### src/rtl/deconvolution.sv
// Recovers A from Y = A*B: a multiply-accumulate recursion followed by a 48-cycle restoring divide by B[0].
// Define DECONV_REM_CHECK_EN to also consume the N-1 tail samples and flag a nonzero residue on rem_err.
module deconvolution #(
  parameter int M = 6,
  parameter int N = 8
) (
  input  logic                 clk,
  input  logic                 rst,
  input  logic                 b_we,
  input  logic [$clog2(N)-1:0] b_addr,
  input  logic signed [15:0]   b_wdata,
  input  logic                 start,
  input  logic                 y_valid,
  output logic                 y_ready,
  input  logic signed [31:0]   y_data,
  output logic                 a_valid,
  input  logic                 a_ready,
  output logic signed [15:0]   a_data,
  output logic                 busy,
  output logic                 done,
  output logic                 div_err,
  output logic                 sat,
  output logic                 rem_err
);
  localparam int AW = $clog2(N);
  localparam int IW = $clog2(M + N) + 1;
  localparam logic [AW-1:0] K_ONE   = AW'(1);
  localparam logic [AW-1:0] K_LAST  = AW'(N - 1);
  localparam logic [IW-1:0] I_ONE   = IW'(1);
  localparam logic [IW-1:0] I_M     = IW'(M);
  localparam logic [IW-1:0] I_LASTA = IW'(M - 1);
  localparam logic [IW-1:0] I_LASTY = IW'(M + N - 2);

  typedef enum logic [2:0] {IDLE, LOAD, MAC, DIV, OUT, CHECK, FIN} state_t;

  state_t             r_state, w_next;
  logic signed [15:0] r_b [0:N-1];
  logic signed [15:0] r_hist [0:N-2];
  logic signed [47:0] r_acc;
  logic [AW-1:0]      r_k;
  logic [IW-1:0]      r_idx;
  logic [47:0]        r_rem;
  logic [47:0]        r_quo;
  logic [15:0]        r_dvs;
  logic               r_neg;
  logic [5:0]         r_dcnt;
  logic signed [15:0] r_a;
  logic               r_done, r_div_err, r_sat;
`ifdef DECONV_REM_CHECK_EN
  logic               r_rem_err;
`endif

  logic signed [15:0] w_b0;
  logic               w_mac_last, w_div_last, w_rem_phase, w_sat_hit;
  logic signed [31:0] w_prod;
  logic signed [47:0] w_acc_nxt;
  logic [47:0]        w_acc_mag;
  logic [48:0]        w_shl, w_sub;
  logic [47:0]        w_rem_nxt, w_quo_nxt;
  logic signed [15:0] w_a_sat;

  // A write coinciding with start must be visible to the B[0]==0 test.
  assign w_b0        = (b_we && b_addr == '0) ? b_wdata : r_b[0];
  assign w_mac_last  = (r_k == K_LAST);
  assign w_div_last  = (r_dcnt == 6'd47);
  assign w_rem_phase = (r_idx >= I_M);

  assign w_prod    = r_b[r_k] * r_hist[r_k - K_ONE];
  assign w_acc_nxt = r_acc - {{16{w_prod[31]}}, w_prod};
  assign w_acc_mag = w_acc_nxt[47] ? -w_acc_nxt : w_acc_nxt;

  assign w_shl     = {r_rem, r_quo[47]};
  assign w_sub     = w_shl - {33'd0, r_dvs};
  assign w_rem_nxt = w_sub[48] ? w_shl[47:0] : w_sub[47:0];
  assign w_quo_nxt = {r_quo[46:0], ~w_sub[48]};

  always_comb begin
    w_sat_hit = 1'b0;
    w_a_sat   = '0;
    if (r_neg) begin
      if (w_quo_nxt > 48'd32768) begin
        w_a_sat   = 16'sh8000;
        w_sat_hit = 1'b1;
      end else begin
        w_a_sat = -$signed(w_quo_nxt[15:0]);
      end
    end else if (w_quo_nxt > 48'd32767) begin
      w_a_sat   = 16'sh7fff;
      w_sat_hit = 1'b1;
    end else begin
      w_a_sat = $signed(w_quo_nxt[15:0]);
    end
  end

  always_ff @(posedge clk or negedge rst) begin
    if (!rst) r_state <= IDLE;
    else      r_state <= w_next;
  end

  always_comb begin
    w_next  = r_state;
    y_ready = 1'b0;
    a_valid = 1'b0;
    busy    = 1'b1;
    case (r_state)
      IDLE: begin
        busy = 1'b0;
        if (start) w_next = (w_b0 == 16'sd0) ? FIN : LOAD;
      end
      LOAD: begin
        y_ready = 1'b1;
        if (y_valid) w_next = MAC;
      end
      MAC:  if (w_mac_last) w_next = w_rem_phase ? CHECK : DIV;
      DIV:  if (w_div_last) w_next = OUT;
      OUT: begin
        a_valid = 1'b1;
`ifdef DECONV_REM_CHECK_EN
        if (a_ready) w_next = (r_idx < I_LASTY) ? LOAD : FIN;
`else
        if (a_ready) w_next = (r_idx < I_LASTA) ? LOAD : FIN;
`endif
      end
      CHECK:   w_next = (r_idx < I_LASTY) ? LOAD : FIN;
      FIN:     w_next = IDLE;
      default: w_next = IDLE;
    endcase
  end

  always_ff @(posedge clk or negedge rst) begin
    if (!rst) begin
      for (int i = 0; i < N; i++)     r_b[i]    <= '0;
      for (int i = 0; i < N - 1; i++) r_hist[i] <= '0;
      r_acc     <= '0;
      r_k       <= '0;
      r_idx     <= '0;
      r_rem     <= '0;
      r_quo     <= '0;
      r_dvs     <= '0;
      r_neg     <= 1'b0;
      r_dcnt    <= '0;
      r_a       <= '0;
      r_done    <= 1'b0;
      r_div_err <= 1'b0;
      r_sat     <= 1'b0;
`ifdef DECONV_REM_CHECK_EN
      r_rem_err <= 1'b0;
`endif
    end else begin
      r_done <= (r_state == FIN);
      case (r_state)
        IDLE: begin
          if (b_we) r_b[b_addr] <= b_wdata;
          if (start) begin
            for (int i = 0; i < N - 1; i++) r_hist[i] <= '0;
            r_idx     <= '0;
            r_sat     <= 1'b0;
            r_div_err <= (w_b0 == 16'sd0);
`ifdef DECONV_REM_CHECK_EN
            r_rem_err <= 1'b0;
`endif
          end
        end
        LOAD: begin
          if (y_valid) begin
            r_acc <= {{16{y_data[31]}}, y_data};
            r_k   <= K_ONE;
          end
        end
        MAC: begin
          r_acc <= w_acc_nxt;
          r_k   <= r_k + K_ONE;
          if (w_mac_last) begin
            r_rem  <= '0;
            r_quo  <= w_acc_mag;
            r_dvs  <= r_b[0][15] ? -r_b[0] : r_b[0];
            r_neg  <= w_acc_nxt[47] ^ r_b[0][15];
            r_dcnt <= '0;
          end
        end
        DIV: begin
          r_rem  <= w_rem_nxt;
          r_quo  <= w_quo_nxt;
          r_dcnt <= r_dcnt + 6'd1;
          if (w_div_last) begin
            r_a <= w_a_sat;
            if (w_sat_hit) r_sat <= 1'b1;
          end
        end
        OUT: begin
          if (a_ready) begin
            for (int i = N - 2; i > 0; i--) r_hist[i] <= r_hist[i-1];
            r_hist[0] <= r_a;
            r_idx     <= r_idx + I_ONE;
          end
        end
        CHECK: begin
          // Tail samples: A beyond the frame is zero, so shift zero into the history.
`ifdef DECONV_REM_CHECK_EN
          if (r_acc != '0) r_rem_err <= 1'b1;
`endif
          for (int i = N - 2; i > 0; i--) r_hist[i] <= r_hist[i-1];
          r_hist[0] <= '0;
          r_idx     <= r_idx + I_ONE;
        end
        default: ;
      endcase
    end
  end

  assign a_data  = r_a;
  assign done    = r_done;
  assign div_err = r_div_err;
  assign sat     = r_sat;
`ifdef DECONV_REM_CHECK_EN
  assign rem_err = r_rem_err;
`else
  assign rem_err = 1'b0;
`endif

endmodule

### config.mk
export PLATFORM = sky130hd
export DESIGN_NAME = deconvolution
export DESIGN_NICKNAME = d
export VERILOG_FILES = /design/src/rtl/deconvolution.sv
export SDC_FILE = /design/constraint.sdc
export NUM_CORES = 2
export LEC_CHECK = 0
export CAP_MARGIN = 25
export CORE_MARGIN = 3
export CORE_UTILIZATION = 60
export CTS_CLUSTER_DIAMETER = 100
export DETAILED_ROUTE_END_ITERATION = 16
export DONT_BUFFER_PORTS = 1
export PLACE_DENSITY = 0.76
export SKIP_LAST_GASP = 1
export SLEW_MARGIN = 40
export SYNTH_ARGS = -nofsm -noshare
export SYNTH_HDL_FRONTEND = slang
export SYNTH_SLANG_ARGS = --single-unit
export TNS_END_PERCENT = 100
### constraint.sdc
create_clock -name clk -period 31.4 [get_ports clk]
set_input_delay 6.28 -clock clk [delete_from_list [all_inputs] [get_ports clk]]
set_output_delay 6.28 -clock clk [all_outputs]
set_load 0.05 [all_outputs]
After elaboration in Yosys (flattened, before gate mapping)
Cells that the tools add are included.
- word-level logic and storage cells: 136
- input port bits: 57
- flip-flop bits (word level): 437
- equality and inequality tests: 14
- reduce and logical (&&, ||, !) cells: 18
- mux-type cells: 52
- $lt $le $gt $ge: 9
- add/sub/neg operators: 9
- $mul: 1
- bitwise operators: 5
- operators by type and width (kind ; number):
    $pmux 112 s3 ; 1
    $pmux 48 s2 ; 3
    $mux 48 ; 5
    $mux 112 ; 2
    $mux 16 ; 10
    $bwmux 128 ; 1
    $bmux 16 s3 ; 2
    $sub 49x16->49 ; 1
    $demux 16 s3 ; 1
    $gt 48x15->1 const B ; 1
    $gt 48x16->1 const B ; 1
    $neg 48->48 ; 1
    $sub 48x48->48 ; 1
    $mul 16x16->32 ; 1
    $neg 16->16 ; 2
    $mux 3 ; 10
    $pmux 3 s6 ; 1
    $logic_not 16->1 ; 1
    $pmux 5 s3 ; 1
    $eq 3x3->1 const B ; 4
    $ge 4x4->1 const B ; 3
    $ne 2x2->1 const B ; 6
    $not 3->4 ; 3
    $pmux 6 s2 ; 1
    other kinds (26) ; 45

Longest topological paths before layout
- word-level depth: 11
- depth in mapped cells: 57

Worst setup path before layout
No wires, ideal clock.
- path type: register to register
- from: register r_k[0]
- to: register r_quo[42]
- buffers on the path: 9
- arrival time: 12.506 ns
- data required time: 31.274 ns
- setup time: 0.126 ns
- stages on the path, launching flop included: 52
- period minus slack after synthesis: 12.632 ns
- setup slack: 18.768 ns
- cells stage by stage: dfrtp_1 > clkbuf_1 > buf_1 > clkinv_1 > clkbuf_1 > ha_1 > clkbuf_1 > clkbuf_1 > mux2i_1 > nor2_1 > a21oi_1 > nor2_1 > a21oi_1 > clkbuf_1 > nor2_1 > fa_1 > inv_1 > fa_1 > [16 not listed] > o21ai_0 > a221oi_1 > xor2_1 > ha_1 > clkbuf_1 > a21o_1 > a2111o_1 > a2bb2oi_1 > a31oi_1 > buf_2 > nor2_1 > a22oi_1 > xor2_1 > nor4bb_1 > buf_2 > a41oi_1 > xnor2_1 > a221o_1
- longest elaborated chain between the ends: 11
- RTL lines (element ; RTL line ; source):
    start, declared ; 40 ; logic [AW-1:0] r_k;
    start signal, assigned ; 172 ; r_k <= r_k + K_ONE;
    $sub 3x1->3 ; 68 ; assign w_prod = r_b[r_k] * r_hist[r_k - K_ONE];
    $not 3->4 (implied by the code) ; 68 ;
    $bmux 16 s3 ; 68 ;
    $mux 16 (implied by the code) (2 in series) ; 68 ;
    $mul 16x16->32 ; 68 ;
    $sub 48x48->48 ; 69 ; assign w_acc_nxt = r_acc - {{16{w_prod[31]}}, w_prod};
    $neg 48->48 ; 70 ; assign w_acc_mag = w_acc_nxt[47] ? -w_acc_nxt : w_acc_nxt;
    $mux 48 ; 70 ;
    $mux 48 ; 173 ; if (w_mac_last) begin
    $pmux 48 s2 ; 151 ; case (r_state)
    end signal, assigned ; 175 ; r_quo <= w_acc_mag;
    end signal, assigned ; 183 ; r_quo <= w_quo_nxt;
    end, declared ; 43 ; logic [47:0] r_quo;
Parallel ways exist; a longest one is shown, timed or not. The select of a mux whose other input is x is not followed.
A chain may end at the register's enable or synchronous reset.

Final worst setup path
- from: register r_k[0]
- to: register r_quo[45]
Same word-level chain as after synthesis.

==> run_results.csv <==
group,metric,value,unit
finish,layout_commonest_cell,"nand2_1",
sta,max_slew_margin,0.259,
sta,finalSetupViolCount,0,
detailed_routing,ant_nets,0,
finish,mostFrequentLayoutCells,"534 x nand2_1, 436 x dfrtp_1, 399 x inv_1, 264 x fa_1, 261 x nor2_1",
sta,finalHoldViolations,0,
global_route,overflow,0,
floorplan,start_util,0.613,
placement,dp.cells,4405,
placement,portBuffers,0,
logic_synthesis,yosysTopAreaCell,"dfrtp_1",
clock_network,postCtsHoldBufs,0,
logic_synthesis,ys_ff_latch,437,
sta,worst_slew_pin_slew,1110,ps
floorplan,die-area,0.0611,mm^2
clock_network,htree_levels,2,
logic_synthesis,syn_nets,4246,
logic_synthesis,ys_dominant_reg_cell,"dfrtp_1",
clock_network,cts_buffers,48,
sta,min_period_over_period,0.410,
floorplan,die_y,247,um
power,p_leak,17.6,nW
critical_path,cp.required,31930,ps
logic_synthesis,synth_cell_type_count,84,
floorplan,fp.coreArea,0.0569,mm^2
sta,rsz0062_at_grt,"false",
critical_path,arrival,13410,ps
logic_synthesis,netlist_instances,3786,
logic_synthesis,netlist.area_leader.share,0.313,
global_route,grt_pass1_vias,27400,
logic_synthesis,yosys_warnings,0,
hold_path,hold_class,"register to register",
logic_synthesis,ys_seq_area_frac,0.313,
clock_network,clk_pin_slew,60,ps
clock_network,cts-root-buf,"clkbuf_16",
logic_synthesis,synth_area_leaders,"dfrtp_1 31%, fa_1 15%, nand2_1 5.8%",
sta,fin_skew,33.1,ps
sta,fin_ws,18520,ps
placement,dpl.hpwl,66.3,mm
clock_network,cts_resized,0,
clock_network,clockBufferDepth,3,
finish,fin_cells,4499,
floorplan,fp-row-count,87,
critical_path,crit_type,"register to register",
logic_synthesis,synth_edf_count,0,
clock_network,clock_latency,610,ps
placement,gp_congestion,0.932,
logic_synthesis,syn-cell-area,0.0349,mm^2
finish,synthToLayoutAreaGrowth,7.23,%
sta,tns,0,ps
finish,drive_gt1_frac,0.107,
sta,maxSlewViolCount,0,
critical_path,critPathSlowestCell,"dfrtp_4",
critical_path,crit_path_start_kind,"register",
sta,fmax,77.6,MHz
critical_path,endpoint_kind,"register",
power,total_power,3.28,mW
global_route,grt_max_degree,438,
sta,period_needed,12880,ps
global_route,grt.total_usage,0.308,
flow_run,drv_cap,0,
global_route,antenna_found_initial,6,
detailed_routing,wirelength,91.8,mm
logic_synthesis,async_flop_share,1.00,
critical_path,crit_fanout,33,
floorplan,die_w,247,um
logic_synthesis,syn_avg_cell_area,9.22,um^2
detailed_routing,vias_per_cell,6.12,
finish,fill_cells,4501,
placement,dp_slack,18780,ps
clock_network,cts_tree,"built",
global_route,grt_pass1_wl,149,mm
critical_path,worst_path_largest_cell_delay,670,ps
detailed_routing,drt-wirelength-per-cell,20.4,um
detailed_routing,dr.pass1.iters,7,
floorplan,io_pins,80,
power,peakVddDrop,0.0782,mV
finish,fin_nets,4159,
detailed_routing,route.detailed.drc,0,
status,outcome,"finished clean",
detailed_routing,initialDrtViolationCount,2346,
detailed_routing,num_vias,27500,
power,power_density,87.7,mW/mm^2
clock_network,cts_setup_buffers,0,
clock_network,numClockSinks,437,
==> where the power goes <==
part	switching (mW)	internal, mW	total (mW)	leakage (nW)
Combinational	1.10	0.684	1.79	11.0
Clock	0.250	0.349	0.599	0.822
Sequential	0.164	0.728	0.893	5.78
==> flip-flops by register name, indices dropped and copies added, names as in the netlist <==
| signal | count |
|---|---|
| r_quo | 48 |
| sat | 1 |
| div_err | 1 |
| r_hist | 112 |
| r_rem | 48 |
| r_state | 3 |
| r_neg | 1 |
| done | 1 |
| r_dcnt | 6 |
| r_idx | 5 |
| r_b | 128 |
| r_dvs | 16 |
| r_k | 3 |
| r_acc | 48 |
| a_data | 16 |
==> critical path, delay by kind of cell, from the launching register on <==
kind / cells / cell delay, ps
compound gates: 17 / 3630
xor+xnor: 3 / 680
fa+ha+maj: 9 / 4390
buf+inv: 8 / 1770
flops: 1 / 670
mux: 2 / 690
simple gates: 6 / 910
==> cells in the mapped netlist (all sizes together), types with 19 or more instances <==
cell and count:
nand2 538, dfrtp 437, inv 399, nor2 267, fa 264, o21ai 250
clkbuf 167, mux2 142, ha 139, nand3 138, a21oi 131, xnor2 112
a22oi 65, xor2 62, nor3 60, mux4 49, mux2i 40, a31oi 32
nor4 31, a21o 30, or3 29, and3 28, nor2b 28, or2 27
buf 25, nand2b 25, o21a 23, nand4 22, a211oi 19
==> per-stage QoR <==
step	hold slack (ps)	util	cell area (um^2)
floorplan	448	-	34900
global placement	469	0.626	35600
detailed placement	468	0.627	35700
CTS	479	0.657	37400
global route	498	0.657	37400
finish	482	0.657	37400
==> per-layer routing <==
metal  wire length, um  share of wire  GRT usage
met1             39200           0.43      0.432
met2             43400           0.47      0.496
met3              6900          0.075     0.0565
met4              2290          0.025     0.0865
met5                11        0.00012          0
==> path summary, 6_finish.rpt <==
check	from	endpoint	slack [ps]	depth (start not counted)
max in group asynchronous	rst	r_acc[33]$_DFFE_PN0P_	25110	0
hold reg to reg	r_dcnt[5]$_DFFE_PN0P_	r_dcnt[5]$_DFFE_PN0P_	480	1
min in group asynchronous	rst	r_b[17]$_DFFE_PN0P_	5380	0
hold / removal	r_dcnt[5]$_DFFE_PN0P_	r_dcnt[5]$_DFFE_PN0P_	480	1
setup / recovery	r_k[0]$_DFFE_PN0P_	r_quo[45]$_DFFE_PN0P_	18520	45
setup reg to reg	r_k[0]$_DFFE_PN0P_	r_quo[45]$_DFFE_PN0P_	18520	45
==> kinds of logic after synthesis <==
logic type      Yosys count  share of synthesized area
simple gates           1266                      0.166
mux                     231                     0.0889
flops                   437                      0.313
compound gates          682                      0.123
other cells               1                   0.000107
xor+xnor                174                     0.0439
buf+inv                 592                     0.0639
fa+ha+maj               403                      0.201
==> layout make-up <==
cell class	instances	area, um^2	share of cell area
inverters	400	1500	0.0401
repair buffers	55	428	0.0114
diodes	5	12.5	0.000334
well taps	756	946	0.0253
clock buffers	63	1350	0.0360
clock inverters	26	343	0.00916
multi-input cells	2757	21900	0.585
flip-flops and latches	437	10900	0.292
No activity file was read; power rests on OpenSTA's default activity.
